==> config.mk <==
export PLATFORM = sky130hd
export DESIGN_NAME = ctrl_sequencer_flat
export DESIGN_NICKNAME = d
export VERILOG_FILES = /design/src/rtl/ctrl_sequencer_if.sv /design/src/rtl/ctrl_sequencer.sv /design/src/flat_wrapper.sv
export SDC_FILE = /design/constraint.sdc
export NUM_CORES = 1
export LEC_CHECK = 0
export ABC_AREA = 0
export CAP_MARGIN = 15
export CORE_MARGIN = 2
export CORE_UTILIZATION = 45
export DETAILED_ROUTE_END_ITERATION = 10
export GPL_ROUTABILITY_DRIVEN = 0
export PLACE_DENSITY = 0.8
export RECOVER_POWER = 100
export SLEW_MARGIN = 40
export SYNTH_ARGS = -nofsm -noshare
export SYNTH_HDL_FRONTEND = slang
export SYNTH_SLANG_ARGS = --single-unit
==> constraint.sdc <==
create_clock -name clk -period 2.4 [get_ports clk]
set_input_delay 0.72 -clock clk [delete_from_list [all_inputs] [get_ports clk]]
set_output_delay 0.72 -clock clk [all_outputs]
set_load 0.05 [all_outputs]
==> src/rtl/ctrl_sequencer_if.sv <==
// Shared RV32I decode/control encodings and the ID/EX sequencer interface.
// master: upstream driver of instruction, flush and memory/trap acks.
// slave: the sequencer, returning the registered control bundle and status.
package control_types;

  typedef enum logic [5:0] {
    OP_NOP, OP_LUI, OP_AUIPC, OP_JAL, OP_JALR,
    OP_BEQ, OP_BNE, OP_BLT, OP_BGE, OP_BLTU, OP_BGEU,
    OP_LB, OP_LH, OP_LW, OP_LBU, OP_LHU,
    OP_SB, OP_SH, OP_SW,
    OP_ADDI, OP_SLTI, OP_SLTIU, OP_XORI, OP_ORI, OP_ANDI, OP_SLLI, OP_SRLI, OP_SRAI,
    OP_ADD, OP_SUB, OP_SLL, OP_SLT, OP_SLTU, OP_XOR, OP_SRL, OP_SRA, OP_OR, OP_AND,
    OP_FENCE, OP_ECALL, OP_EBREAK
  } opcode_out_t;

  typedef enum logic [2:0] {BR_NOP, BR_EQ, BR_NE, BR_LT, BR_GE, BR_LTU, BR_GEU} comp_ctrl_t;
  typedef enum logic [1:0] {WRSRC_ALURES, WRSRC_MEMREAD, WRSRC_PCPLUS4} reg_wr_src_t;
  typedef enum logic [1:0] {SRC1_REG1, SRC1_PC, SRC1_ZERO} alu_op1_t;
  typedef enum logic {SRC2_REG2, SRC2_IMM} alu_op2_t;
  typedef enum logic [3:0] {
    ALU_NOP, ALU_ADD, ALU_SUB, ALU_SLL, ALU_SLT, ALU_SLTU,
    ALU_XOR, ALU_SRL, ALU_SRA, ALU_OR, ALU_AND
  } alu_ctrl_t;
  typedef enum logic [3:0] {
    MEM_NOP, MEM_LB, MEM_LH, MEM_LW, MEM_LBU, MEM_LHU, MEM_SB, MEM_SH, MEM_SW
  } mem_ctrl_t;

endpackage

interface ctrl_sequencer_if;
  logic                      instr_valid_i;
  control_types::opcode_out_t opcode_in;
  logic                      flush_i;
  logic                      mem_ack_i;
  logic                      trap_ack_i;

  logic                      reg_do_write_ctrl;
  logic                      mem_do_write_ctrl;
  logic                      mem_do_read_ctrl;
  logic                      do_branch;
  logic                      do_jump;
  control_types::comp_ctrl_t  comp_ctrl;
  control_types::reg_wr_src_t reg_wr_src_ctrl;
  control_types::alu_op1_t    alu_op1_ctrl;
  control_types::alu_op2_t    alu_op2_ctrl;
  control_types::alu_ctrl_t   alu_ctrl;
  control_types::mem_ctrl_t   mem_ctrl;
  logic                      ctrl_valid_o;
  logic                      stall_o;
  logic                      trap_o;
  logic [1:0]                trap_cause_o;
  logic                      fault_o;

  modport master (
    output instr_valid_i, opcode_in, flush_i, mem_ack_i, trap_ack_i,
    input  reg_do_write_ctrl, mem_do_write_ctrl, mem_do_read_ctrl, do_branch, do_jump,
           comp_ctrl, reg_wr_src_ctrl, alu_op1_ctrl, alu_op2_ctrl, alu_ctrl, mem_ctrl,
           ctrl_valid_o, stall_o, trap_o, trap_cause_o, fault_o
  );

  modport slave (
    input  instr_valid_i, opcode_in, flush_i, mem_ack_i, trap_ack_i,
    output reg_do_write_ctrl, mem_do_write_ctrl, mem_do_read_ctrl, do_branch, do_jump,
           comp_ctrl, reg_wr_src_ctrl, alu_op1_ctrl, alu_op2_ctrl, alu_ctrl, mem_ctrl,
           ctrl_valid_o, stall_o, trap_o, trap_cause_o, fault_o
  );
endinterface

==> src/rtl/ctrl_sequencer.sv <==
// Registered RV32I control decoder at ID/EX with a RUN/MEM_WAIT/TRAP/FAULT sequencer.
// Latency: one cycle from opcode_in to the registered bundle.
// Backpressure: stall_o (registered, high in MEM_WAIT/TRAP/FAULT) holds PC and IF/ID upstream.
// Ports: clk, rst (sync, active-high); bus (slave modport) carries instruction in, control bundle and status out.
module ctrl_sequencer
  import control_types::*;
#(
  parameter int unsigned TIMEOUT     = 15,
  parameter bit          MEM_WAIT_EN = 1'b1,
  parameter bit          SYS_TRAP_EN = 1'b1
) (
  input logic             clk,
  input logic             rst,
  ctrl_sequencer_if.slave bus
);

  localparam int CW = $clog2(TIMEOUT + 1);
  localparam logic [CW-1:0] CNT_LAST = CW'(TIMEOUT - 1);

  typedef struct packed {
    logic        reg_do_write;
    logic        mem_do_write;
    logic        mem_do_read;
    logic        do_branch;
    logic        do_jump;
    comp_ctrl_t  comp;
    reg_wr_src_t wr_src;
    alu_op1_t    op1;
    alu_op2_t    op2;
    alu_ctrl_t   alu;
    mem_ctrl_t   mem;
  } ctrl_bundle_t;

  localparam ctrl_bundle_t CTRL_NOP = '{
    reg_do_write: 1'b0, mem_do_write: 1'b0, mem_do_read: 1'b0, do_branch: 1'b0, do_jump: 1'b0,
    comp: BR_NOP, wr_src: WRSRC_ALURES, op1: SRC1_REG1, op2: SRC2_REG2, alu: ALU_NOP, mem: MEM_NOP
  };

  typedef enum logic [1:0] {S_RUN, S_MEM_WAIT, S_TRAP, S_FAULT} state_t;

  function automatic ctrl_bundle_t decode(opcode_out_t op);
    ctrl_bundle_t b;
    b = CTRL_NOP;
    case (op)
      OP_ADD, OP_SUB, OP_SLL, OP_SLT, OP_SLTU, OP_XOR, OP_SRL, OP_SRA, OP_OR, OP_AND:
        b.reg_do_write = 1'b1;
      OP_ADDI, OP_SLTI, OP_SLTIU, OP_XORI, OP_ORI, OP_ANDI, OP_SLLI, OP_SRLI, OP_SRAI: begin
        b.reg_do_write = 1'b1; b.op2 = SRC2_IMM;
      end
      OP_LB, OP_LH, OP_LW, OP_LBU, OP_LHU: begin
        b.reg_do_write = 1'b1; b.mem_do_read = 1'b1; b.op2 = SRC2_IMM; b.wr_src = WRSRC_MEMREAD;
      end
      OP_SB, OP_SH, OP_SW: begin
        b.mem_do_write = 1'b1; b.op2 = SRC2_IMM;
      end
      OP_BEQ, OP_BNE, OP_BLT, OP_BGE, OP_BLTU, OP_BGEU: begin
        // ALU forms the branch target (PC + imm); the comparator decides taken.
        b.do_branch = 1'b1; b.op1 = SRC1_PC; b.op2 = SRC2_IMM;
      end
      OP_JAL: begin
        b.reg_do_write = 1'b1; b.do_jump = 1'b1; b.op1 = SRC1_PC; b.op2 = SRC2_IMM; b.wr_src = WRSRC_PCPLUS4;
      end
      OP_JALR: begin
        b.reg_do_write = 1'b1; b.do_jump = 1'b1; b.op2 = SRC2_IMM; b.wr_src = WRSRC_PCPLUS4;
      end
      OP_LUI:   begin b.reg_do_write = 1'b1; b.op1 = SRC1_ZERO; b.op2 = SRC2_IMM; end
      OP_AUIPC: begin b.reg_do_write = 1'b1; b.op1 = SRC1_PC;   b.op2 = SRC2_IMM; end
      default: ;
    endcase
    case (op)
      OP_SUB:           b.alu = ALU_SUB;
      OP_SLL, OP_SLLI:  b.alu = ALU_SLL;
      OP_SLT, OP_SLTI:  b.alu = ALU_SLT;
      OP_SLTU, OP_SLTIU: b.alu = ALU_SLTU;
      OP_XOR, OP_XORI:  b.alu = ALU_XOR;
      OP_SRL, OP_SRLI:  b.alu = ALU_SRL;
      OP_SRA, OP_SRAI:  b.alu = ALU_SRA;
      OP_OR, OP_ORI:    b.alu = ALU_OR;
      OP_AND, OP_ANDI:  b.alu = ALU_AND;
      OP_ADD, OP_ADDI, OP_LB, OP_LH, OP_LW, OP_LBU, OP_LHU, OP_SB, OP_SH, OP_SW,
      OP_BEQ, OP_BNE, OP_BLT, OP_BGE, OP_BLTU, OP_BGEU, OP_JAL, OP_JALR, OP_LUI, OP_AUIPC:
        b.alu = ALU_ADD;
      default:          b.alu = ALU_NOP;
    endcase
    case (op)
      OP_BEQ:  b.comp = BR_EQ;
      OP_BNE:  b.comp = BR_NE;
      OP_BLT:  b.comp = BR_LT;
      OP_BGE:  b.comp = BR_GE;
      OP_BLTU: b.comp = BR_LTU;
      OP_BGEU: b.comp = BR_GEU;
      default: b.comp = BR_NOP;
    endcase
    case (op)
      OP_LB:   b.mem = MEM_LB;
      OP_LH:   b.mem = MEM_LH;
      OP_LW:   b.mem = MEM_LW;
      OP_LBU:  b.mem = MEM_LBU;
      OP_LHU:  b.mem = MEM_LHU;
      OP_SB:   b.mem = MEM_SB;
      OP_SH:   b.mem = MEM_SH;
      OP_SW:   b.mem = MEM_SW;
      default: b.mem = MEM_NOP;
    endcase
    return b;
  endfunction

  state_t       state;
  logic [CW-1:0] wait_cnt;
  ctrl_bundle_t bundle;
  logic         valid_q, stall_q, trap_q, fault_q;
  logic [1:0]   cause_q;

  ctrl_bundle_t dec;
  logic         is_mem, is_sys;

  always_comb begin
    dec    = decode(bus.opcode_in);
    is_mem = dec.mem_do_read | dec.mem_do_write;
    is_sys = (bus.opcode_in == OP_ECALL) || (bus.opcode_in == OP_EBREAK);
  end

  always_ff @(posedge clk) begin
    if (rst) begin
      state    <= S_RUN;
      wait_cnt <= '0;
      bundle   <= CTRL_NOP;
      valid_q  <= 1'b0;
      stall_q  <= 1'b0;
      trap_q   <= 1'b0;
      cause_q  <= 2'b00;
      fault_q  <= 1'b0;
    end else begin
      case (state)
        S_RUN: begin
          wait_cnt <= '0;
          if (bus.flush_i || !bus.instr_valid_i) begin
            bundle  <= CTRL_NOP;
            valid_q <= 1'b0;
          end else if (SYS_TRAP_EN && is_sys) begin
            // The trapping instruction itself never reaches EX.
            state   <= S_TRAP;
            bundle  <= CTRL_NOP;
            valid_q <= 1'b0;
            stall_q <= 1'b1;
            trap_q  <= 1'b1;
            cause_q <= (bus.opcode_in == OP_ECALL) ? 2'b01 : 2'b10;
          end else begin
            bundle  <= dec;
            valid_q <= 1'b1;
            if (MEM_WAIT_EN && is_mem) begin
              state   <= S_MEM_WAIT;
              stall_q <= 1'b1;
            end
          end
        end
        S_MEM_WAIT: begin
          // Ack is checked first so an ack on the last allowed cycle still completes.
          if (bus.mem_ack_i) begin
            state   <= S_RUN;
            bundle  <= CTRL_NOP;
            valid_q <= 1'b0;
            stall_q <= 1'b0;
          end else if (wait_cnt == CNT_LAST) begin
            state   <= S_FAULT;
            bundle  <= CTRL_NOP;
            valid_q <= 1'b0;
            fault_q <= 1'b1;
          end else begin
            wait_cnt <= wait_cnt + 1'b1;
          end
        end
        S_TRAP: begin
          if (bus.trap_ack_i) begin
            state   <= S_RUN;
            stall_q <= 1'b0;
            trap_q  <= 1'b0;
            cause_q <= 2'b00;
          end
        end
        S_FAULT: state <= S_FAULT;
        default: begin
          state    <= S_RUN;
          wait_cnt <= '0;
          bundle   <= CTRL_NOP;
          valid_q  <= 1'b0;
          stall_q  <= 1'b0;
          trap_q   <= 1'b0;
          cause_q  <= 2'b00;
          fault_q  <= 1'b0;
        end
      endcase
    end
  end

  assign bus.reg_do_write_ctrl = bundle.reg_do_write;
  assign bus.mem_do_write_ctrl = bundle.mem_do_write;
  assign bus.mem_do_read_ctrl  = bundle.mem_do_read;
  assign bus.do_branch         = bundle.do_branch;
  assign bus.do_jump           = bundle.do_jump;
  assign bus.comp_ctrl         = bundle.comp;
  assign bus.reg_wr_src_ctrl   = bundle.wr_src;
  assign bus.alu_op1_ctrl      = bundle.op1;
  assign bus.alu_op2_ctrl      = bundle.op2;
  assign bus.alu_ctrl          = bundle.alu;
  assign bus.mem_ctrl          = bundle.mem;
  assign bus.ctrl_valid_o      = valid_q;
  assign bus.stall_o           = stall_q;
  assign bus.trap_o            = trap_q;
  assign bus.trap_cause_o      = cause_q;
  assign bus.fault_o           = fault_q;

endmodule
==> src/flat_wrapper.sv <==
// flat-port wrapper written by rule: the top's interface ports become plain ports
module ctrl_sequencer_flat import control_types::*;
#(
  parameter int unsigned TIMEOUT     = 15,
  parameter bit          MEM_WAIT_EN = 1'b1,
  parameter bit          SYS_TRAP_EN = 1'b1
)
  (clk, rst, bus_instr_valid_i, bus_opcode_in, bus_flush_i, bus_mem_ack_i, bus_trap_ack_i, bus_reg_do_write_ctrl, bus_mem_do_write_ctrl, bus_mem_do_read_ctrl, bus_do_branch, bus_do_jump, bus_comp_ctrl, bus_reg_wr_src_ctrl, bus_alu_op1_ctrl, bus_alu_op2_ctrl, bus_alu_ctrl, bus_mem_ctrl, bus_ctrl_valid_o, bus_stall_o, bus_trap_o, bus_trap_cause_o, bus_fault_o);
  ctrl_sequencer_if bus_i ();
  input logic clk;
  input logic rst;
  input wire logic [$bits(bus_i.instr_valid_i)-1:0] bus_instr_valid_i;
  input wire logic [$bits(bus_i.opcode_in)-1:0] bus_opcode_in;
  input wire logic [$bits(bus_i.flush_i)-1:0] bus_flush_i;
  input wire logic [$bits(bus_i.mem_ack_i)-1:0] bus_mem_ack_i;
  input wire logic [$bits(bus_i.trap_ack_i)-1:0] bus_trap_ack_i;
  output wire logic [$bits(bus_i.reg_do_write_ctrl)-1:0] bus_reg_do_write_ctrl;
  output wire logic [$bits(bus_i.mem_do_write_ctrl)-1:0] bus_mem_do_write_ctrl;
  output wire logic [$bits(bus_i.mem_do_read_ctrl)-1:0] bus_mem_do_read_ctrl;
  output wire logic [$bits(bus_i.do_branch)-1:0] bus_do_branch;
  output wire logic [$bits(bus_i.do_jump)-1:0] bus_do_jump;
  output wire logic [$bits(bus_i.comp_ctrl)-1:0] bus_comp_ctrl;
  output wire logic [$bits(bus_i.reg_wr_src_ctrl)-1:0] bus_reg_wr_src_ctrl;
  output wire logic [$bits(bus_i.alu_op1_ctrl)-1:0] bus_alu_op1_ctrl;
  output wire logic [$bits(bus_i.alu_op2_ctrl)-1:0] bus_alu_op2_ctrl;
  output wire logic [$bits(bus_i.alu_ctrl)-1:0] bus_alu_ctrl;
  output wire logic [$bits(bus_i.mem_ctrl)-1:0] bus_mem_ctrl;
  output wire logic [$bits(bus_i.ctrl_valid_o)-1:0] bus_ctrl_valid_o;
  output wire logic [$bits(bus_i.stall_o)-1:0] bus_stall_o;
  output wire logic [$bits(bus_i.trap_o)-1:0] bus_trap_o;
  output wire logic [$bits(bus_i.trap_cause_o)-1:0] bus_trap_cause_o;
  output wire logic [$bits(bus_i.fault_o)-1:0] bus_fault_o;
  assign bus_i.instr_valid_i = bus_instr_valid_i;
  assign bus_i.opcode_in = bus_opcode_in;
  assign bus_i.flush_i = bus_flush_i;
  assign bus_i.mem_ack_i = bus_mem_ack_i;
  assign bus_i.trap_ack_i = bus_trap_ack_i;
  assign bus_reg_do_write_ctrl = bus_i.reg_do_write_ctrl;
  assign bus_mem_do_write_ctrl = bus_i.mem_do_write_ctrl;
  assign bus_mem_do_read_ctrl = bus_i.mem_do_read_ctrl;
  assign bus_do_branch = bus_i.do_branch;
  assign bus_do_jump = bus_i.do_jump;
  assign bus_comp_ctrl = bus_i.comp_ctrl;
  assign bus_reg_wr_src_ctrl = bus_i.reg_wr_src_ctrl;
  assign bus_alu_op1_ctrl = bus_i.alu_op1_ctrl;
  assign bus_alu_op2_ctrl = bus_i.alu_op2_ctrl;
  assign bus_alu_ctrl = bus_i.alu_ctrl;
  assign bus_mem_ctrl = bus_i.mem_ctrl;
  assign bus_ctrl_valid_o = bus_i.ctrl_valid_o;
  assign bus_stall_o = bus_i.stall_o;
  assign bus_trap_o = bus_i.trap_o;
  assign bus_trap_cause_o = bus_i.trap_cause_o;
  assign bus_fault_o = bus_i.fault_o;
  ctrl_sequencer #(.TIMEOUT(TIMEOUT), .MEM_WAIT_EN(MEM_WAIT_EN), .SYS_TRAP_EN(SYS_TRAP_EN)) u_core (.clk(clk), .rst(rst), .bus(bus_i));
endmodule
==> impl_metrics.env, run 1 <==
export IMPL_synth_avg_cell_area_um2=8.118
export IMPL_rsz0062_at_grt="false"
export IMPL_power_leakage_nw=1.297
export IMPL_clock_path_buffers=2
export IMPL_synth_xor_xnor_area_share_pct=1.274
export IMPL_min_from="u_core.bus.mem_ctrl[1]$_SDFFE_PP0P_"
export IMPL_antenna_found_initial=0
export IMPL_slowest_delay_ns=0.68
export IMPL_start_util_pct=47.03
export IMPL_grt_max_degree=29
export IMPL_crit_chain="clkdlybuf4s50_1, nor3b_1, a22o_1, a211o_1, nand3_1, mux2_4"
export IMPL_fin_crit_ns=2.294
export IMPL_hold_depth=2
export IMPL_htreeDepth=2
export IMPL_crit_path_max_fanout=7
export IMPL_grt_ovfl_total=0
export IMPL_rows=24
export IMPL_cts_buffers=5
export IMPL_reg2regPathDepth=9
export IMPL_path_buf_inv=1
export IMPL_cp_start_kind="input pin"
export IMPL_detail_route_antenna_nets=0
export IMPL_synth_top_family_by_area="simple AND/OR/NAND/NOR gates"
export IMPL_placed_area_um2=2841
export IMPL_cts_root_buf="clkbuf_8"
export IMPL_ys_seq_elements=32
export IMPL_path_clk_slew_ns=0.07
export IMPL_core_area_um2=4384
export IMPL_clock_skew_ns=0.004058
export IMPL_r2r_start="u_core.state[1]$_SDFFE_PP0P_"
export IMPL_drive_above_1_share_pct=26.18
export IMPL_seq_area_frac_synth_pct=31.07
export IMPL_hold_end="u_core.bus.mem_ctrl[1]$_SDFFE_PP0P_"
export IMPL_dpl_cell_count=383
export IMPL_fillCellCount=359
export IMPL_max_freq_ghz=0.4359
export IMPL_synthArstFlopShare_pct=0
export IMPL_clkPwrFrac_pct=37.9
export IMPL_ys_types=63
export IMPL_die_h_um=71.69
export IMPL_dp_hpwl_um=4336
export IMPL_postSynthCellCount=254
export IMPL_outcome="finished, final reports clean"
export IMPL_grt_pass1_vias=2178
export IMPL_worst_r2r_endpoint="u_core.bus.comp_ctrl[1]$_SDFFE_PP0P_"
export IMPL_clk_latency_ns=0.29
export IMPL_grtUsageTotal_pct=24.77
export IMPL_maxSlewViolCount=0
export IMPL_num_vias=2175
export IMPL_synth_compound_area_share_pct=23.36
export IMPL_synth_edf_count=0
export IMPL_portBuffers=38
export IMPL_worst_ir_drop_vdd_mv=0.3922
export IMPL_ios=39
export IMPL_combinationalPowerShare_pct=22.8
export IMPL_grt_pass1_wl_um=9970
export IMPL_arrival_ns=2.47
export IMPL_maxCapViolCount=0
export IMPL_slew_headroom_pct=65.46
export IMPL_crit_family="buffers and inverters"
export IMPL_p_sw_share_pct=28.07
export IMPL_viasPerCell=5.548
export IMPL_synth_nets=277
export IMPL_synth_ff_type="dfxtp_1"
export IMPL_postCtsHoldBufs=0
export IMPL_min_path_type="reg2reg"
export IMPL_cts_tree="yes"
export IMPL_synthMuxAreaShare_pct=2.488
export IMPL_die_area_um2=5139
export IMPL_cts_sinks=32
export IMPL_slowest_stage="clkdlybuf4s50_1"
export IMPL_setup_viol=0
export IMPL_seq_power_share_pct=39.3
export IMPL_drc=0
export IMPL_detail_route_first_pass_iterations=4
export IMPL_diodes=0
export IMPL_synth_fa_ha_area_share_pct=6.675
export IMPL_intPower_uw=991.7
export IMPL_critPathKind="in2reg"
export IMPL_fin_nets=362
export IMPL_fin_crit_sh_pct=95.58
export IMPL_die_w_um=71.69
export IMPL_cp_data_required_time_ns=2.58
export IMPL_drtIter0Drc=102
export IMPL_finalWirelength_um=5924
export IMPL_end_kind="flip-flop"
export IMPL_routedWlPerCell_um=15.11
export IMPL_final_hold_violation_count=0
export IMPL_power_switching_uw=387.0
export IMPL_final_cells=392
export IMPL_stdcell_area_um2=2962
export IMPL_post_synth_and_or_nand_nor_area_fraction_pct=26.70
export IMPL_area_delta_synth_final_pct=43.63
export IMPL_rrSetupSlack_ns=0.45
export IMPL_power_density_nw_per_um2=465.5
export IMPL_p_total_mw=1.379
export IMPL_yosysWarnings=0
export IMPL_netlist_area_um2=2062
export IMPL_tightest_slew_ns=0.5164
-- synthesized netlist by cell type, types with 2 or more instances --
| master | count | area share [%] |
|---|---|---|
| nand2b_1 | 4 | 1.2 |
| nor2_1 | 32 | 5.8 |
| buf_2 | 5 | 1.2 |
| and2_1 | 2 | 0.61 |
| buf_1 | 2 | 0.36 |
| dfxtp_1 | 32 | 31 |
| or2_2 | 2 | 0.61 |
| and3b_2 | 2 | 0.97 |
| a32oi_1 | 4 | 1.7 |
| a211oi_1 | 3 | 1.1 |
| nor3b_2 | 2 | 1.2 |
| o21ai_0 | 10 | 2.4 |
| o22ai_1 | 2 | 0.61 |
| xnor2_1 | 2 | 0.85 |
| inv_1 | 14 | 2.5 |
| ha_1 | 11 | 6.7 |
| nor3_1 | 8 | 1.9 |
| nand3_1 | 13 | 3.2 |
| nand4_1 | 3 | 0.91 |
| a31oi_1 | 2 | 0.61 |
| nor2b_1 | 6 | 1.8 |
| a22oi_1 | 7 | 2.5 |
| nand2_1 | 14 | 2.5 |
| buf_6 | 4 | 2.2 |
| a21oi_1 | 24 | 5.8 |
| clkbuf_1 | 6 | 1.1 |
| mux2_4 | 2 | 1.5 |
-- what timing repair did --
item | 4_1_cts | 5_1_grt
buffers inserted | 1 | 0
pin swaps | 1 | 2
resized for setup | 7 | 11
endpoints found under the setup margin | 13 | 9
gates cloned | 0 | 0
hold endpoints to repair | 0 | 0
-- worst register-to-register path: stages (launching register included) --
cell	delay [ns]
dfxtp_1	0.35
inv_1	0.09
ha_1	0.23
nor2b_1	0.21
nand2b_1	0.26
buf_4	0.22
a211oi_1	0.20
clkbuf_4	0.18
a22oi_1	0.06
nor2_1	0.09
-- registers in the layout, indices dropped and copies added (netlist names) --
register,count
u_core.bus.alu_ctrl,4
u_core.bus.mem_ctrl,4
u_core.wait_cnt,4
u_core.bus.comp_ctrl,3
u_core.bus.alu_op1_ctrl,2
u_core.bus.reg_wr_src_ctrl,2
u_core.bus.trap_cause_o,2
u_core.state,2
u_core.bus.alu_op2_ctrl,1
u_core.bus.ctrl_valid_o,1
u_core.bus.do_branch,1
u_core.bus.fault_o,1
u_core.bus.mem_do_read_ctrl,1
u_core.bus.mem_do_write_ctrl,1
u_core.bus.reg_do_write_ctrl,1
u_core.bus.stall_o,1
u_core.bus.trap_o,1
-- cell families after synthesis --
group | Yosys count
simple gates | 100
compound gates | 71
buf+inv | 33
flops | 32
fa+ha+maj | 11
mux | 4
xor+xnor | 3
-- final cells by class --
class,instances,area (µm²),area share (%)
Clock inverter,2,35.03,1.183
Timing Repair Buffer,97,825.8,27.88
Tap cell,52,65.06,2.197
Sequential cell,32,640.6,21.63
Clock buffer,6,72.57,2.450
Inverter,14,52.55,1.774
Multi-Input combinational cell,189,1270,42.88
-- metrics by stage --
stage               hold slack (ns)  setup slack [ns]  TNS [ns]  utilization [%]
finish                       0.4541            0.1061         0            67.55
detailed placement           0.4477           -0.5347    -7.827            64.81
floorplan                    0.4737          0.007594         0                -
global placement             0.4414           -0.5007    -6.968            64.81
CTS                          0.4606          0.001653         0            67.95
global route                 0.4826           0.03319         0            67.55
-- worst max-delay path by stage --
stage,startpoint,to,slack (ns),cells after the start
2_1_floorplan,bus_opcode_in[0],u_core.state[0]$_SDFFE_PP0P_,0.008,8
3_5_place_dp,bus_opcode_in[0],u_core.state[0]$_SDFFE_PP0P_,-0.53,7
4_1_cts,bus_opcode_in[1],u_core.state[1]$_SDFFE_PP0P_,0.002,8
5_1_grt,bus_opcode_in[5],u_core.state[1]$_SDFFE_PP0P_,0.03,6
6_report,bus_opcode_in[5],u_core.state[1]$_SDFFE_PP0P_,0.11,6
3_3_place_gp,bus_opcode_in[0],u_core.state[1]$_SDFFE_PP0P_,-0.50,7
-- cell usage in the layout (no fill, tap or decap), types with 8 or more instances in the layout --
cell,count
nand3_1,14
nor2_1,32
a21oi_1,24
inv_1,12
dlygate4sd3_1,27
dfxtp_1,32
nor3_1,8
o21ai_0,11
buf_4,48
nand2_1,15
-- per-layer routing --
metal	vias up	wire length [µm]	GRT usage [%]
li1	1075	-	-
met1	1034	2640	29.49
met2	50	2895	43.21
met3	16	242	5.485
met4	0	145	9.644
met5	-	0	0
-- power groups by stage --
| stage | Sequential [mW] | Clock (mW) | Combinational (mW) |
|---|---|---|---|
| 2_1_floorplan | 0.574 | 0 | 0.152 |
| 3_3_place_gp | 0.554 | 0 | 0.302 |
| 3_5_place_dp | 0.554 | 0 | 0.307 |
| 4_1_cts | 0.542 | 0.529 | 0.316 |
| 5_1_grt | 0.542 | 0.550 | 0.340 |
| 6_report | 0.542 | 0.522 | 0.315 |
No activity file was read; power rests on OpenSTA's default activity.
==> run 2, diff against run 1 <==
==> constraint.sdc (replaced) <==
create_clock -name clk -period 2.4 [get_ports clk]
set_input_delay 0.36 -clock clk [delete_from_list [all_inputs] [get_ports clk]]
set_output_delay 0.36 -clock clk [all_outputs]
set_load 0.05 [all_outputs]
==> impl_metrics.env, run 2 (synthesis results as in run 1) <==
export IMPL_clock_skew_ns=0.01450
export IMPL_reg2regPathDepth=8
export IMPL_htreeDepth=2
export IMPL_rrSetupSlack_ns=0.36
export IMPL_diodes=0
export IMPL_antenna_found_initial=0
export IMPL_fin_crit_ns=2.353
export IMPL_cts_resized=0
export IMPL_crit_path_max_fanout=5
export IMPL_clock_path_buffers=2
export IMPL_cts_tree="yes"
export IMPL_hold_depth=2
export IMPL_power_leakage_nw=1.160
export IMPL_setup_viol=0
export IMPL_combinationalPowerShare_pct=20.1
export IMPL_max_freq_ghz=0.4249
export IMPL_final_hold_violation_count=0
export IMPL_mostFrequentLayoutCells="32 x nor2_1, 32 x dfxtp_1, 28 x dlygate4sd3_1, 28 x buf_4, 24 x a21oi_1"
export IMPL_drive_above_1_share_pct=17.78
export IMPL_power_density_nw_per_um2=494.6
export IMPL_tightest_slew_ns=0.6157
export IMPL_drtIter0Drc=128
export IMPL_grtUsageTotal_pct=23.53
export IMPL_cts_root_buf="clkbuf_8"
export IMPL_end_kind="flip-flop"
export IMPL_hold_end="u_core.bus.mem_ctrl[1]$_SDFFE_PP0P_"
export IMPL_num_vias=2099
export IMPL_cts_buffers=5
export IMPL_portBuffers=38
export IMPL_detail_route_first_pass_iterations=5
export IMPL_maxSlewViolCount=0
export IMPL_grt_pass1_vias=2071
export IMPL_rows=24
export IMPL_rsz0062_at_grt="false"
export IMPL_min_path_type="reg2reg"
export IMPL_routedWlPerCell_um=15.85
export IMPL_pre_cts_slack_ns=-0.2710
export IMPL_detail_route_antenna_nets=0
export IMPL_die_h_um=71.69
export IMPL_clkPwrFrac_pct=39.7
export IMPL_die_w_um=71.69
export IMPL_grt_max_degree=24
export IMPL_intPower_uw=956.4
export IMPL_core_area_um2=4384
export IMPL_seq_power_share_pct=40.2
export IMPL_p_total_mw=1.347
export IMPL_power_switching_uw=390.9
export IMPL_worst_r2r_endpoint="u_core.bus.alu_op2_ctrl$_SDFFE_PP0P_"
export IMPL_cts_sinks=32
export IMPL_dp_hpwl_um=4283
export IMPL_finalWirelength_um=5818
export IMPL_ios=39
export IMPL_clk_latency_ns=0.30
export IMPL_r2r_start="u_core.state[1]$_SDFFE_PP0P_"
export IMPL_postCtsHoldBufs=0
export IMPL_slew_headroom_pct=57.89
export IMPL_arrival_ns=2.53
export IMPL_critPathKind="in2reg"
export IMPL_cp_data_required_time_ns=2.58
export IMPL_maxCapViolCount=0
export IMPL_die_area_um2=5139
export IMPL_area_delta_synth_final_pct=32.10
export IMPL_worst_ir_drop_vdd_mv=0.2939
export IMPL_grt_pass1_wl_um=9473
export IMPL_fin_nets=337
export IMPL_p_sw_share_pct=29.01
export IMPL_setup_ws_ns=0.04675
export IMPL_drc=0
export IMPL_grt_ovfl_total=0
export IMPL_fin_crit_sh_pct=98.05
export IMPL_path_clk_slew_ns=0.09
export IMPL_post_cts_buffers=0
export IMPL_start_util_pct=47.03
export IMPL_min_from="u_core.bus.mem_ctrl[1]$_SDFFE_PP0P_"
export IMPL_viasPerCell=5.719
export IMPL_cp_start_kind="input pin"
export IMPL_outcome="finished, final reports clean"
[run 2: changes by cell type in the layout (fill, tap and decap cells not counted), sizes merged]
cell           previous run  this run
buf                      52        28
dlygate4sd2               1         0
clkbuf                   15        11
dlygate4sd3              27        28
clkinvlp                  0         1
clkdlybuf4s50             7         9
[run 2: how the worst max path moves through the flow]
stage,startpoint,to,slack [ns],cells after the start
2_1_floorplan,bus_opcode_in[0],u_core.state[0]$_SDFFE_PP0P_,0.28,8
5_1_grt,bus_opcode_in[1],u_core.state[0]$_SDFFE_PP0P_,0.001,8
4_1_cts,bus_opcode_in[0],u_core.state[0]$_SDFFE_PP0P_,0.01,8
6_report,bus_opcode_in[1],u_core.state[0]$_SDFFE_PP0P_,0.05,8
3_5_place_dp,bus_opcode_in[0],u_core.state[0]$_SDFFE_PP0P_,-0.27,8
3_3_place_gp,bus_opcode_in[0],u_core.state[0]$_SDFFE_PP0P_,-0.22,8
[run 2: through the flow]
stage	std cells	setup TNS, ns	cell area [µm²]	hold slack [ns]	utilization, %
floorplan	254	0	2062	0.4737	-
global placement	359	-1.057	2641	0.4449	60.25
detailed placement	359	-1.723	2641	0.4479	60.25
CTS	367	0	2753	0.4658	62.79
global route	367	0	2724	0.4829	62.13
finish	367	0	2724	0.4563	62.13
[run 2: layer usage]
metal	vias to the layer above	global-route usage, %	share of wire (%)
met5	-	0	0
met4	0	11.32	3.8
met3	21	5.626	7.1
met2	95	39.09	47
met1	959	28.52	42
li1	1024	-	-
[run 2: critical path, cell delays in order]
cell,delay [ns]
clkdlybuf4s50_1,0.44
buf_4,0.17
ha_1,0.22
or3_4,0.38
a22o_1,0.20
a211o_1,0.32
nand3_2,0.12
mux2_4,0.31
[run 2: cell type report]
type	instances	area, µm²
fillers	393	1660
multi-input cells	189	1237
flip-flops and latches	32	640.6
repair buffers	72	616.8
clock buffers	5	68.82
well taps	52	65.06
inverters	14	52.55
clock inverters	3	42.54
[run 2: power groups by stage]
stage / Clock (mW) / Combinational [mW] / Sequential, mW
after global routing: 0.565 / 0.291 / 0.543
after global placement: 0 / 0.267 / 0.554
after detailed placement: 0 / 0.274 / 0.554
after CTS: 0.534 / 0.276 / 0.542
final: 0.535 / 0.270 / 0.542
after floorplan: 0 / 0.150 / 0.574
==> run 3, diff against run 2 <==
--- a/config.mk
+++ b/config.mk
@@ -9,6 +9,7 @@
 export CAP_MARGIN = 15
 export CORE_MARGIN = 2
 export CORE_UTILIZATION = 45
+export CTS_CLUSTER_SIZE = 28
 export DETAILED_ROUTE_END_ITERATION = 10
 export GPL_ROUTABILITY_DRIVEN = 0
 export PLACE_DENSITY = 0.8
==> results of run 3 <==
Same layout as run 2: the final DEF is identical, and so are final timing and power.
